### src/rtl/seq_shifter_pkg.sv
// Shared constants, op codes and state encoding for the
// multicycle shift unit.
package shifter_pkg;

    localparam int DATA_W  = 32;
    localparam int SHAMT_W = 6;

    localparam logic [2:0] OP_PASS = 3'b000;
    localparam logic [2:0] OP_SLL  = 3'b001;
    localparam logic [2:0] OP_SRL  = 3'b010;
    localparam logic [2:0] OP_SRA  = 3'b011;
    localparam logic [2:0] OP_ROL  = 3'b100;
    localparam logic [2:0] OP_ROR  = 3'b101;

    typedef enum logic [1:0] {
        ST_IDLE  = 2'd0,
        ST_SHIFT = 2'd1,
        ST_DONE  = 2'd2
    } state_t;

    // Codes 110/111 behave as PASS, so only 001..101 iterate.
    function automatic logic is_shift_op(input logic [2:0] op);
        return (op >= OP_SLL) && (op <= OP_ROR);
    endfunction

endpackage

### src/rtl/seq_shifter_if.sv
// Control-unit handshake and operand/result bus of the
// multicycle shift unit.
interface seq_shifter_if;
    import shifter_pkg::*;

    logic               start;
    logic [2:0]         op;
    logic [SHAMT_W-1:0] shamt;
    logic [DATA_W-1:0]  data_in;
    logic               busy;
    logic               done;
    logic [DATA_W-1:0]  data_out;

    modport master (
        output start,
        output op,
        output shamt,
        output data_in,
        input  busy,
        input  done,
        input  data_out
    );

    modport slave (
        input  start,
        input  op,
        input  shamt,
        input  data_in,
        output busy,
        output done,
        output data_out
    );

endinterface

### src/rtl/seq_shifter_shift_step.sv
// One-bit shift or rotate of a word, selected by op code;
// unknown or PASS codes return the word unchanged.
module shift_step
    import shifter_pkg::*;
(
    input  logic [DATA_W-1:0] i_data,
    input  logic [2:0]        i_op,
    output logic [DATA_W-1:0] o_data
);

    always_comb begin
        o_data = i_data;
        case (i_op)
            OP_SLL: o_data = {i_data[DATA_W-2:0], 1'b0};
            OP_SRL: o_data = {1'b0, i_data[DATA_W-1:1]};
            OP_SRA: o_data = {i_data[DATA_W-1], i_data[DATA_W-1:1]};
            OP_ROL: o_data = {i_data[DATA_W-2:0], i_data[DATA_W-1]};
            OP_ROR: o_data = {i_data[0], i_data[DATA_W-1:1]};
            default: o_data = i_data;
        endcase
    end

endmodule

### src/rtl/seq_shifter.sv
// Multicycle shift unit: captures an operand on start and
// shifts it one bit per clock, pulsing done with the result.
module seq_shifter
    import shifter_pkg::*;
(
    input  logic         clk,
    input  logic         reset,
    seq_shifter_if.slave bus
);

    state_t             r_state;
    state_t             w_next;
    logic [DATA_W-1:0]  r_work;
    logic [DATA_W-1:0]  r_data_out;
    logic [DATA_W-1:0]  w_step;
    logic [SHAMT_W-1:0] r_count;
    logic [2:0]         r_op;
    logic               w_accept;
    logic               w_direct;
    logic               w_last;

    assign w_accept = (r_state == ST_IDLE) && bus.start;
    assign w_direct = (bus.shamt == '0) || !is_shift_op(bus.op);
    assign w_last   = (r_count == SHAMT_W'(1));

    shift_step u_step (
        .i_data (r_work),
        .i_op   (r_op),
        .o_data (w_step)
    );

    always_ff @(posedge clk or negedge reset) begin
        if (!reset) begin
            r_state <= ST_IDLE;
        end else begin
            r_state <= w_next;
        end
    end

    always_comb begin
        w_next = r_state;
        case (r_state)
            ST_IDLE: begin
                if (w_accept) begin
                    w_next = w_direct ? ST_DONE : ST_SHIFT;
                end
            end
            ST_SHIFT: begin
                if (w_last) begin
                    w_next = ST_DONE;
                end
            end
            ST_DONE: w_next = ST_IDLE;
            default: w_next = ST_IDLE;
        endcase
    end

    // Result register only moves on entry to DONE, so the
    // previous result stays visible throughout SHIFT.
    always_ff @(posedge clk or negedge reset) begin
        if (!reset) begin
            r_work     <= '0;
            r_count    <= '0;
            r_op       <= OP_PASS;
            r_data_out <= '0;
        end else if (w_accept) begin
            r_work  <= bus.data_in;
            r_op    <= bus.op;
            r_count <= w_direct ? '0 : bus.shamt;
            if (w_direct) begin
                r_data_out <= bus.data_in;
            end
        end else if (r_state == ST_SHIFT) begin
            r_work  <= w_step;
            r_count <= r_count - 1'b1;
            if (w_last) begin
                r_data_out <= w_step;
            end
        end
    end

    assign bus.busy     = (r_state == ST_SHIFT);
    assign bus.done     = (r_state == ST_DONE);
    assign bus.data_out = r_data_out;

endmodule

### src/flat_wrapper.sv
// flat-port wrapper written by rule: the top's interface ports become plain ports
module seq_shifter_flat import shifter_pkg::*;
  (clk, reset, bus_start, bus_op, bus_shamt, bus_data_in, bus_busy, bus_done, bus_data_out);
  seq_shifter_if bus_i ();
  input  logic clk;
  input  logic reset;
  input wire logic [$bits(bus_i.start)-1:0] bus_start;
  input wire logic [$bits(bus_i.op)-1:0] bus_op;
  input wire logic [$bits(bus_i.shamt)-1:0] bus_shamt;
  input wire logic [$bits(bus_i.data_in)-1:0] bus_data_in;
  output wire logic [$bits(bus_i.busy)-1:0] bus_busy;
  output wire logic [$bits(bus_i.done)-1:0] bus_done;
  output wire logic [$bits(bus_i.data_out)-1:0] bus_data_out;
  assign bus_i.start = bus_start;
  assign bus_i.op = bus_op;
  assign bus_i.shamt = bus_shamt;
  assign bus_i.data_in = bus_data_in;
  assign bus_busy = bus_i.busy;
  assign bus_done = bus_i.done;
  assign bus_data_out = bus_i.data_out;
  seq_shifter u_core (.clk(clk), .reset(reset), .bus(bus_i));
endmodule
### config.mk
export PLATFORM = sky130hd
export DESIGN_NAME = seq_shifter_flat
export DESIGN_NICKNAME = d
export VERILOG_FILES = /design/src/rtl/seq_shifter_pkg.sv /design/src/rtl/seq_shifter_if.sv /design/src/rtl/seq_shifter_shift_step.sv /design/src/rtl/seq_shifter.sv /design/src/flat_wrapper.sv
export SDC_FILE = /design/constraint.sdc
export NUM_CORES = 1
export LEC_CHECK = 0
export CAP_MARGIN = 20
export CELL_PAD_IN_SITES_DETAIL_PLACEMENT = 0
export CELL_PAD_IN_SITES_GLOBAL_PLACEMENT = 1
export CORE_MARGIN = 1
export CORE_UTILIZATION = 40
export CTS_BUF_LIST = sky130_fd_sc_hd__clkbuf_16
export CTS_CLUSTER_DIAMETER = 80
export DETAILED_ROUTE_END_ITERATION = 10
export GPL_TIMING_DRIVEN = 0
export PLACE_DENSITY = 0.81
export RECOVER_POWER = 50
export SETUP_SLACK_MARGIN = 0.5
export SYNTH_ARGS = -nofsm -noshare
export SYNTH_HDL_FRONTEND = slang
export SYNTH_SLANG_ARGS = --single-unit
### constraint.sdc
create_clock -name clk -period 2.38 [get_ports clk]
set_input_delay 0.357 -clock clk [delete_from_list [all_inputs] [get_ports clk]]
set_output_delay 0.357 -clock clk [all_outputs]
set_load 0.01 [all_outputs]
# == Word level (Yosys, flattened, before mapping) ==
# Index checks and enable logic that the tools add are counted.
# totals
wordCells,43
inputBits,44
out_inout_bits,34
regBits,75
# op_classes
eq_ne,11
reduce_logical,10
addsub,1
order_cmp,2
n_mux,14
# ops
operator,n
32-bit 2-to-1 mux,6
32-bit one-hot mux with 5 select lines,1
6-bit 2-to-1 mux,3
"3-bit by 2-bit == test with 1-bit output, second input constant",2
"3-bit == test, second input constant",2
"6-bit by 1-bit == test with 1-bit output, second input constant",1
6-bit logical NOT,1
2-bit 2-to-1 mux,3
"6-bit by 1-bit subtractor with 6-bit output, second input constant",1
"2-bit by 1-bit inequality test with 1-bit output, second input constant",2
2-bit one-hot mux with 2 select lines,1
2-bit nonzero test,2
"3-bit by 1-bit == test with 1-bit output, second input constant",1
"3-bit by 1-bit >= comparator with 1-bit output, second input constant",1
"3-bit <= comparator, second input constant",1
3-bit AND reduction,1
"2-bit by 1-bit == test with 1-bit output, second input constant",1
"2-bit == test, second input constant",1
1-bit logical AND,2
2-bit logical NOT,1
"2-bit inequality test, second input constant",1
2-bit AND reduction,1
1-bit logical NOT,1
1-bit logical OR,1

# == Logic depth before layout (Yosys ltp) ==
# Gate-level depths: netlist of the first run.
# logic_depth
word_depth,7
ltp_mapped,8
depth_no_buf,6

# == By module ==
# From an unflattened synthesis of the first run, not the netlist that was laid out.
# unflattened
hier_cells,508
hier_area_um2,4655.7
# by_module_without_submodules
module,area_each_um2,cells_each,seq_area_each_um2,instances
seq_shifter,3380.7,315,1876.8,1
shift_step,1275.0,193,0.0,1

# == Least setup slack after synthesis of the first run ==
# Ideal clock, no wire load.
# synth_path
path_type,register to register
startpoint,reg u_core.r_state[0]
endpoint,"reg u_core.r_data_out[2], in the netlist u_core.bus.data_out[2]"
t_arrival_ns,1.875
path_stages_with_launch,9
required_ns,2.247
n_path_buf,3
setup_slack_ns,0.372
period_less_slack_ns,2.008
setup_time_ns,0.133
path_cell_list,dfrtp_1 buf_6 or3b_1 buf_2 a211o_1 o211ai_2 inv_2 buf_4 a2bb2oi_2
# synth_via
elab_chain_len,4
elab_cells_between_ends,8
cone_classes,2 x eq/ne; 1 x mux; 5 x reduce/logical
# synth_rtl
item,line_no,rtl
from (decl),seq_shifter.sv:11,state_t r_state;
from (signal assigned),seq_shifter.sv:36,r_state <= w_next;
2-bit logical NOT,seq_shifter.sv:22,assign w_accept = (r_state == ST_IDLE) && bus.start;
1-bit logical AND,seq_shifter.sv:22,
2-bit inequality test (no source line) / 2-bit nonzero test (equally long branches),--,
3-bit AND reduction (no source line),--,
to (signal assigned),seq_shifter.sv:71,r_data_out <= bus.data_in;
to (signal assigned),seq_shifter.sv:77,r_data_out <= w_step;
to (decl),seq_shifter.sv:14,logic [DATA_W-1:0] r_data_out;
# Parallel ways exist; a longest one is shown, timed or not.
# A chain may end at the register's enable or synchronous reset.

# == Worst setup path after layout of the first run ==
# layout_path
startpoint,in bus_shamt[3]
endpoint,"reg u_core.r_data_out[20], in the netlist u_core.bus.data_out[20]"
# layout_via
elab_chain_len,4
# layout_rtl
item,line_no,rtl
from (decl),flat_wrapper.sv:9,input wire logic [$bits(bus_i.shamt)-1:0] bus_shamt;
6-bit logical NOT,seq_shifter.sv:23,assign w_direct = (bus.shamt == '0) || !is_shift_op(bus.op);
1-bit logical OR,seq_shifter.sv:23,
2-bit inequality test (no source line),--,
3-bit AND reduction (no source line),--,
# Every way passes these cells.

==> results of run 1 <==
==> metal layers <==
metal / part of all wire, % / GRT usage, % / wire [um]
met1: 45 / 40.2 / 7880
met2: 48 / 48.8 / 8440
met3: 4.6 / 4.84 / 808
met4: 2.7 / 14.6 / 471
met5: 0 / 0 / 0
==> cells by family after synthesis <==
logic type               count (synthesis)  share of synthesized area, %
XOR/XNOR                                 4                         0.769
flip-flops                              75                          41.2
AO/OA/AOI/OAI                          201                          31.2
AND/OR/NAND/NOR                        145                          14.4
multiplexers                            29                          6.56
buffers and inverters                   55                          5.38
adder cells (fa/ha/maj)                  2                         0.549
==> registers in the layout, indices dropped and copies added (netlist names) <==
name                 count
u_core.r_work           32
u_core.bus.data_out     32
u_core.r_count           6
u_core.r_op              3
u_core.r_state           2
==> critical path, cell delays in order <==
cell and delay [ns]:
clkdlybuf4s50_1 0.42, or4_4 0.54, nor3_4 0.27, o211ai_4 0.12, buf_12 0.20, buf_12 0.13, buf_12 0.12, buf_16 0.13
nand2_1 0.06, o21ai_0 0.07
==> stage by stage <==
stage	util, %	hold slack [ns]	total power, mW	TNS [ns]	setup slack (ns)
after floorplan	-	0.0614	6.22	0	0.419
after global placement	50.2	0.467	8.32	-155.09	-1.65
after detailed placement	50.4	0.355	8.39	-31.04	-0.704
after CTS	58.3	0.477	10.7	0	0.201
after global routing	61.3	0.376	12.0	0	0.131
final	61.3	0.338	11.3	0	0.188
==> Yosys cell counts (3+ instances only) <==
library cell	n
buf_6	3
nor3_1	8
nand3_1	4
o21ai_0	49
o21a_1	16
nor2b_1	4
a221oi_1	3
nand2_1	49
o221ai_1	4
a22oi_1	6
nor3b_1	4
a21oi_1	36
o22a_1	10
o22ai_1	4
nor2_1	51
xnor2_1	3
a2bb2oi_2	10
a21boi_0	3
o211ai_1	6
nand2b_1	8
inv_1	12
buf_2	10
a22o_1	5
or3_1	4
mux2_2	6
mux2i_1	22
a211oi_1	19
clkbuf_1	23
o21ai_1	3
a2111oi_0	4
dfrtp_1	75
buf_1	4
a31oi_1	5
or2_2	3
==> power groups by stage <==
stage	combinational [mW]	sequential (mW)	clock [mW]
floorplan	3.67	2.56	0
global placement	5.66	2.66	0
detailed placement	5.72	2.67	0
CTS	6.71	2.67	1.36
global route	7.77	2.79	1.42
finish	7.24	2.73	1.35
==> worst max-delay path by stage <==
stage / start / to / slack (ns)
CTS: u_core.r_state[1]$_DFFE_PN0P_ / u_core.bus.data_out[20]$_DFFE_PN0P_ / 0.20
floorplan: u_core.r_state[0]$_DFFE_PN0P_ / u_core.bus.data_out[12]$_DFFE_PN0P_ / 0.42
finish: bus_shamt[3] / u_core.bus.data_out[20]$_DFFE_PN0P_ / 0.19
global route: bus_shamt[3] / u_core.bus.data_out[20]$_DFFE_PN0P_ / 0.13
detailed placement: bus_start / u_core.bus.data_out[9]$_DFFE_PN0P_ / -0.70
global placement: reset / u_core.r_work[2]$_DFFE_PN0P_ / -1.65
==> layout make-up <==
| class | instances | area [um2] |
|---|---|---|
| Sequential cell | 75 | 1880 |
| Clock buffer | 9 | 225 |
| Inverter | 14 | 61.3 |
| Tap cell | 140 | 175 |
| Buffer | 41 | 387 |
| Multi-Input combinational cell | 381 | 2790 |
| Fill cell | 933 | 4250 |
| Timing Repair Buffer | 109 | 1150 |
| Clock inverter | 7 | 61.3 |
==> timing repair <==
item / 4_1_cts / 5_1_grt
endpoints found under the setup margin: 74 / 69
resized for setup: 120 / 85
gates cloned: 4 / 2
buffers inserted: 15 / 9
pin swaps: 15 / 19
hold buffers: 1 / 0
hold endpoints to repair: 7 / 0
==> flow_metrics.tcl, run 1 <==
set metrics [dict create \
    status "finished clean" \
    ys.flop_type "dfrtp_1" \
    finalCriticalPeriod_ns 2.19 \
    rr_endpoint "u_core.bus.data_out[20]$_DFFE_PN0P_" \
    boundaryPins 78 \
    rsz0062_at_grt "true" \
    final_nets 677 \
    yosysWarnings 0 \
    dp_cells 729 \
    grt_max_degree 41 \
    area_growth_pct 47.7 \
    post_route_cells_drive_above_1_share_pct 26.6 \
    syn_nets 557 \
    cts_root_buffer "clkbuf_16" \
    fp.dieW_um 109 \
    slew_viol_final 0 \
    fp.dieArea_um2 11800 \
    cts_tree "yes" \
    clock_power_share_pct 11.9 \
    drv_cap 0 \
    first_pass_iters 5 \
    avgSynthCellArea_um2 8.92 \
    power_density_nw_per_um2 1680 \
    end_kind "flop" \
    crit_required_ns 2.61 \
    htreeDepth 3 \
    min_path_cells 3 \
    leakage_nw 2.75 \
    min_to "u_core.r_count[4]$_DFFE_PN0P_" \
    dpl_cell_area_um2 5530 \
    synth_area_um2 4560 \
    clock_latency_ns 0.35 \
    port_buffers 77 \
    max-vdd-ir-drop_v 0.000873 \
    antenna_found_initial 0 \
    ys_types 59 \
    async_flop_share_pct 100 \
    via_per_inst 6.00 \
    place_congestion 0.926 \
    holdCritStartpoint "bus_shamt[4]" \
    hold_viol 0 \
    crit_fanout 5 \
    start_util_pct 41.5 \
    std_cell_rows 38 \
    cts.clk_slew.worst_paths_ns 0.06 \
    final-setup-viol-count 0 \
    drc 0 \
    final_cell_mix "dfrtp_1, clkdlybuf4s50_1, nor2_1" \
    numCtsBuffers 9 \
    worst_slew_pin_slew_ns 0.946 \
    p_int_mw 6.19 \
    p_switching_mw 5.13 \
    dr.first_iter.drc_count 289 \
    critPathArrivalTime_ns 2.42 \
    seqPwrFrac_pct 24.1 \
    max-clock-path-buffers 2 \
    p_sw_share_pct 45.3 \
    wl_mm 17.6 \
    die_h_um 109 \
    yosys.area.top_type "dfrtp_1" \
    wl_per_cell_um 22.7 \
    yosys-top-cells-area "dfrtp_1, o21ai_0, mux2i_1" \
    core_area_um2 11000 \
    final_common_cell "dfrtp_1" \
    dr_total_vias 4655 \
    ys_seq_elements 75 \
    grt_pass1_vias 4693 \
    grt_pass1_wl_mm 26.1 \
    startpoint_type "primary input" \
    slew_headroom_pct 37.0 \
    fin_area_um2 6730 \
    rr_startpoint "u_core.r_state[0]$_DFFE_PN0P_" \
    cts.sinks 75 \
    max_freq_mhz 456 \
    hold_class "primary input to flop" \
    critPathKind "primary input to flop" \
    antenna_left 0 \
    grt_overflow 0 \
    yosysSeqAreaShare_pct 41.2 \
    synth_edf_count 0 \
    pwr-share-comb_pct 64.0 \
    ff2ff_path_depth 11 \
    stdcell_count 776 \
    timing.final.crit_share_pct 92.1 \
    reg2reg_slack_ns 0.23 \
    diodes 0 \
    grt_usage_pct 30.5 \
    synth_top_area_share_pct 41.2 \
    dp_hpwl_mm 12.1 \
    fin_skew_ns 0.00456 \
    synthCells 511 \
]
Note: power is estimated with default switching activity, not from simulation.
==> run 2, diff against run 1 <==
--- a/config.mk
+++ b/config.mk
@@ -13,6 +13,7 @@
 export CTS_BUF_LIST = sky130_fd_sc_hd__clkbuf_16
 export CTS_CLUSTER_DIAMETER = 80
 export DETAILED_ROUTE_END_ITERATION = 10
+export GPL_ROUTABILITY_DRIVEN = 0
 export GPL_TIMING_DRIVEN = 0
 export PLACE_DENSITY = 0.81
 export RECOVER_POWER = 50
==> flow_metrics.tcl, run 2 (synthesis gave the netlist of run 1 again) <==
set metrics [dict create \
    seq_area_um2 1880 \
    wl_met1_mm 6.86 \
    cts.clk_slew.worst_paths_ns 0.06 \
    grt_overflow 0 \
    area_growth_pct 44.2 \
    wl_met3_mm 1.02 \
    slowest_stage "clkbuf_1" \
    timing.final.crit_share_pct 89.8 \
    final-setup-viol-count 0 \
    fp.dieArea_um2 11800 \
    die_h_um 109 \
    final_common_cell "dfrtp_1" \
    post_route_cells_drive_above_1_share_pct 26.3 \
    hold_viol 0 \
    dr.first_iter.drc_count 384 \
    end_kind "flop" \
    seqPwrFrac_pct 24.7 \
    p_total_mw 10.9 \
    wl_per_cell_um 21.1 \
    min_path_cells 2 \
    p_switching_mw 5.00 \
    std_cell_rows 38 \
    fill_cells 965 \
    cts_tree "yes" \
    clock_latency_ns 0.35 \
    start_util_pct 41.5 \
    grt_pass1_wl_mm 24.9 \
    slew_viol_final 0 \
    max-vdd-ir-drop_v 0.000712 \
    dr_wl_met2_mm 7.80 \
    cts.sinks 75 \
    grt_pass1_vias 4662 \
    drc 0 \
    p_int_mw 5.89 \
    dp_hpwl_mm 11.2 \
    core_area_um2 11000 \
    max-clock-path-buffers 2 \
    drv_cap 0 \
    fin_worst_hold_slack_ns 0.288 \
    final_nets 671 \
    critPathKind "flop to flop" \
    via_per_inst 6.06 \
    status "finished clean" \
    diodes 0 \
    antenna_left 0 \
    clock_power_share_pct 11.4 \
    path_cells "buf_6 > buf_4 > nor3b_4 > buf_6 > clkbuf_8 > clkbuf_1 > a21oi_1 > a21oi_1" \
    power_density_nw_per_um2 1660 \
    fin_skew_ns 0.00749 \
    hold_class "primary input to flop" \
    fin_area_um2 6570 \
    crit_fanout 10 \
    fp.dieW_um 109 \
    critPathArrivalTime_ns 2.41 \
    crit_required_ns 2.65 \
    leakage_nw 2.63 \
    finalCriticalPeriod_ns 2.14 \
    dp_cells 729 \
    slew_headroom_pct 38.5 \
    antenna_found_initial 1 \
    final_cell_mix "dfrtp_1, clkdlybuf4s50_1, nor2_1" \
    dpl_cell_area_um2 5530 \
    numCtsBuffers 9 \
    rsz0062_at_grt "true" \
    boundaryPins 78 \
    routed.top_layer "met5" \
    dr_total_vias 4664 \
    grt_usage_pct 28.2 \
    multi_input_area_um2 2810 \
    slowest_delay_ns 0.51 \
    max_freq_mhz 468 \
    pwr-share-comb_pct 63.9 \
    first_pass_iters 5 \
    worst_slew_pin_slew_ns 0.923 \
    htreeDepth 3 \
    ff2ff_path_depth 8 \
    fin_util_pct 59.8 \
    wl_mm 16.3 \
    startpoint_type "flop" \
    port_buffers 77 \
    stdcell_count 770 \
    p_sw_share_pct 45.9 \
    grt_max_degree 39 \
    cts_root_buffer "clkbuf_16" \
]
[run 2: changes by cell type in the layout (fill, tap and decap cells not counted), sizes merged]
cell / before / now
buf: 53 / 46
dlymetal6s2s: 2 / 1
bufinv: 1 / 0
clkdlybuf4s50: 55 / 57
clkinvlp: 0 / 2
clkbuf: 29 / 30
dlygate4sd3: 18 / 17
inv: 15 / 14
[run 2: final timing paths]
kind                                                     startpoint                             endpoint  slack, ns
worst max-delay path                  u_core.r_state[0]$_DFFE_PN0P_        u_core.r_work[14]$_DFFE_PN0P_       0.24
worst min register to register  u_core.bus.data_out[15]$_DFFE_PN0P_  u_core.bus.data_out[15]$_DFFE_PN0P_       0.48
worst min-delay path                                   bus_shamt[2]        u_core.r_count[2]$_DFFE_PN0P_       0.29
worst max register to register        u_core.r_state[0]$_DFFE_PN0P_        u_core.r_work[14]$_DFFE_PN0P_       0.24
max in group asynchronous                                     reset           u_core.r_op[2]$_DFFE_PN0P_       0.51
min in group asynchronous                                     reset        u_core.r_state[0]$_DFFE_PN0P_       0.68
[run 2: repair_timing]
item	CTS	global route
hold buffers	1	0
endpoints found under the setup margin	74	68
pin swaps	20	24
gates resized for setup	111	92
endpoints found under the hold margin	5	0
setup buffers	11	9
cloned	3	1
[run 2: power by group through the flow]
stage	Sequential (mW)	Clock (mW)	Combinational, mW
after CTS	2.64	1.26	6.31
after global placement	2.62	0	5.52
after global routing	2.77	1.32	7.45
final	2.69	1.24	6.96
after detailed placement	2.64	0	5.63
after floorplan	2.56	0	3.67
[run 2: metrics by stage]
step / setup slack [ns] / setup TNS (ns)
floorplan: 0.419 / 0
global placement: -1.69 / -151.68
detailed placement: -0.681 / -29.35
CTS: 0.243 / 0
global route: 0.185 / 0
finish: 0.244 / 0
[run 2: area by class of cell]
cell class              instances  share of cell area (%)
multi-input cells             381                    42.7
flip-flops and latches         75                    28.6
repair buffers                103                    15.7
plain buffers                  41                    5.45
clock buffers                   9                    3.43
well taps                     140                    2.67
inverters                      14                   0.895
clock inverters                 7                   0.552
[run 2: critical path, delay by kind of cell (launching register included)]
kind	cells	cell delay, ns
buf+inv	5	1.10
flops	1	0.37
compound gates	2	0.40
simple gates	1	0.18
[run 2: layer usage]
metal  global-route usage, %  vias up
met1                    37.3     2288
li1                        -     2114
met4                    13.6        2
met2                    45.7      220
met3                    3.29       40
met5                       0        -
==> run 3, diff against run 2 <==
--- a/config.mk
+++ b/config.mk
@@ -18,6 +18,7 @@
 export PLACE_DENSITY = 0.81
 export RECOVER_POWER = 50
 export SETUP_SLACK_MARGIN = 0.5
+export SKIP_LAST_GASP = 1
 export SYNTH_ARGS = -nofsm -noshare
 export SYNTH_HDL_FRONTEND = slang
 export SYNTH_SLANG_ARGS = --single-unit
==> results of run 3 <==
Final layout, timing and power as in run 2 (identical DEF).
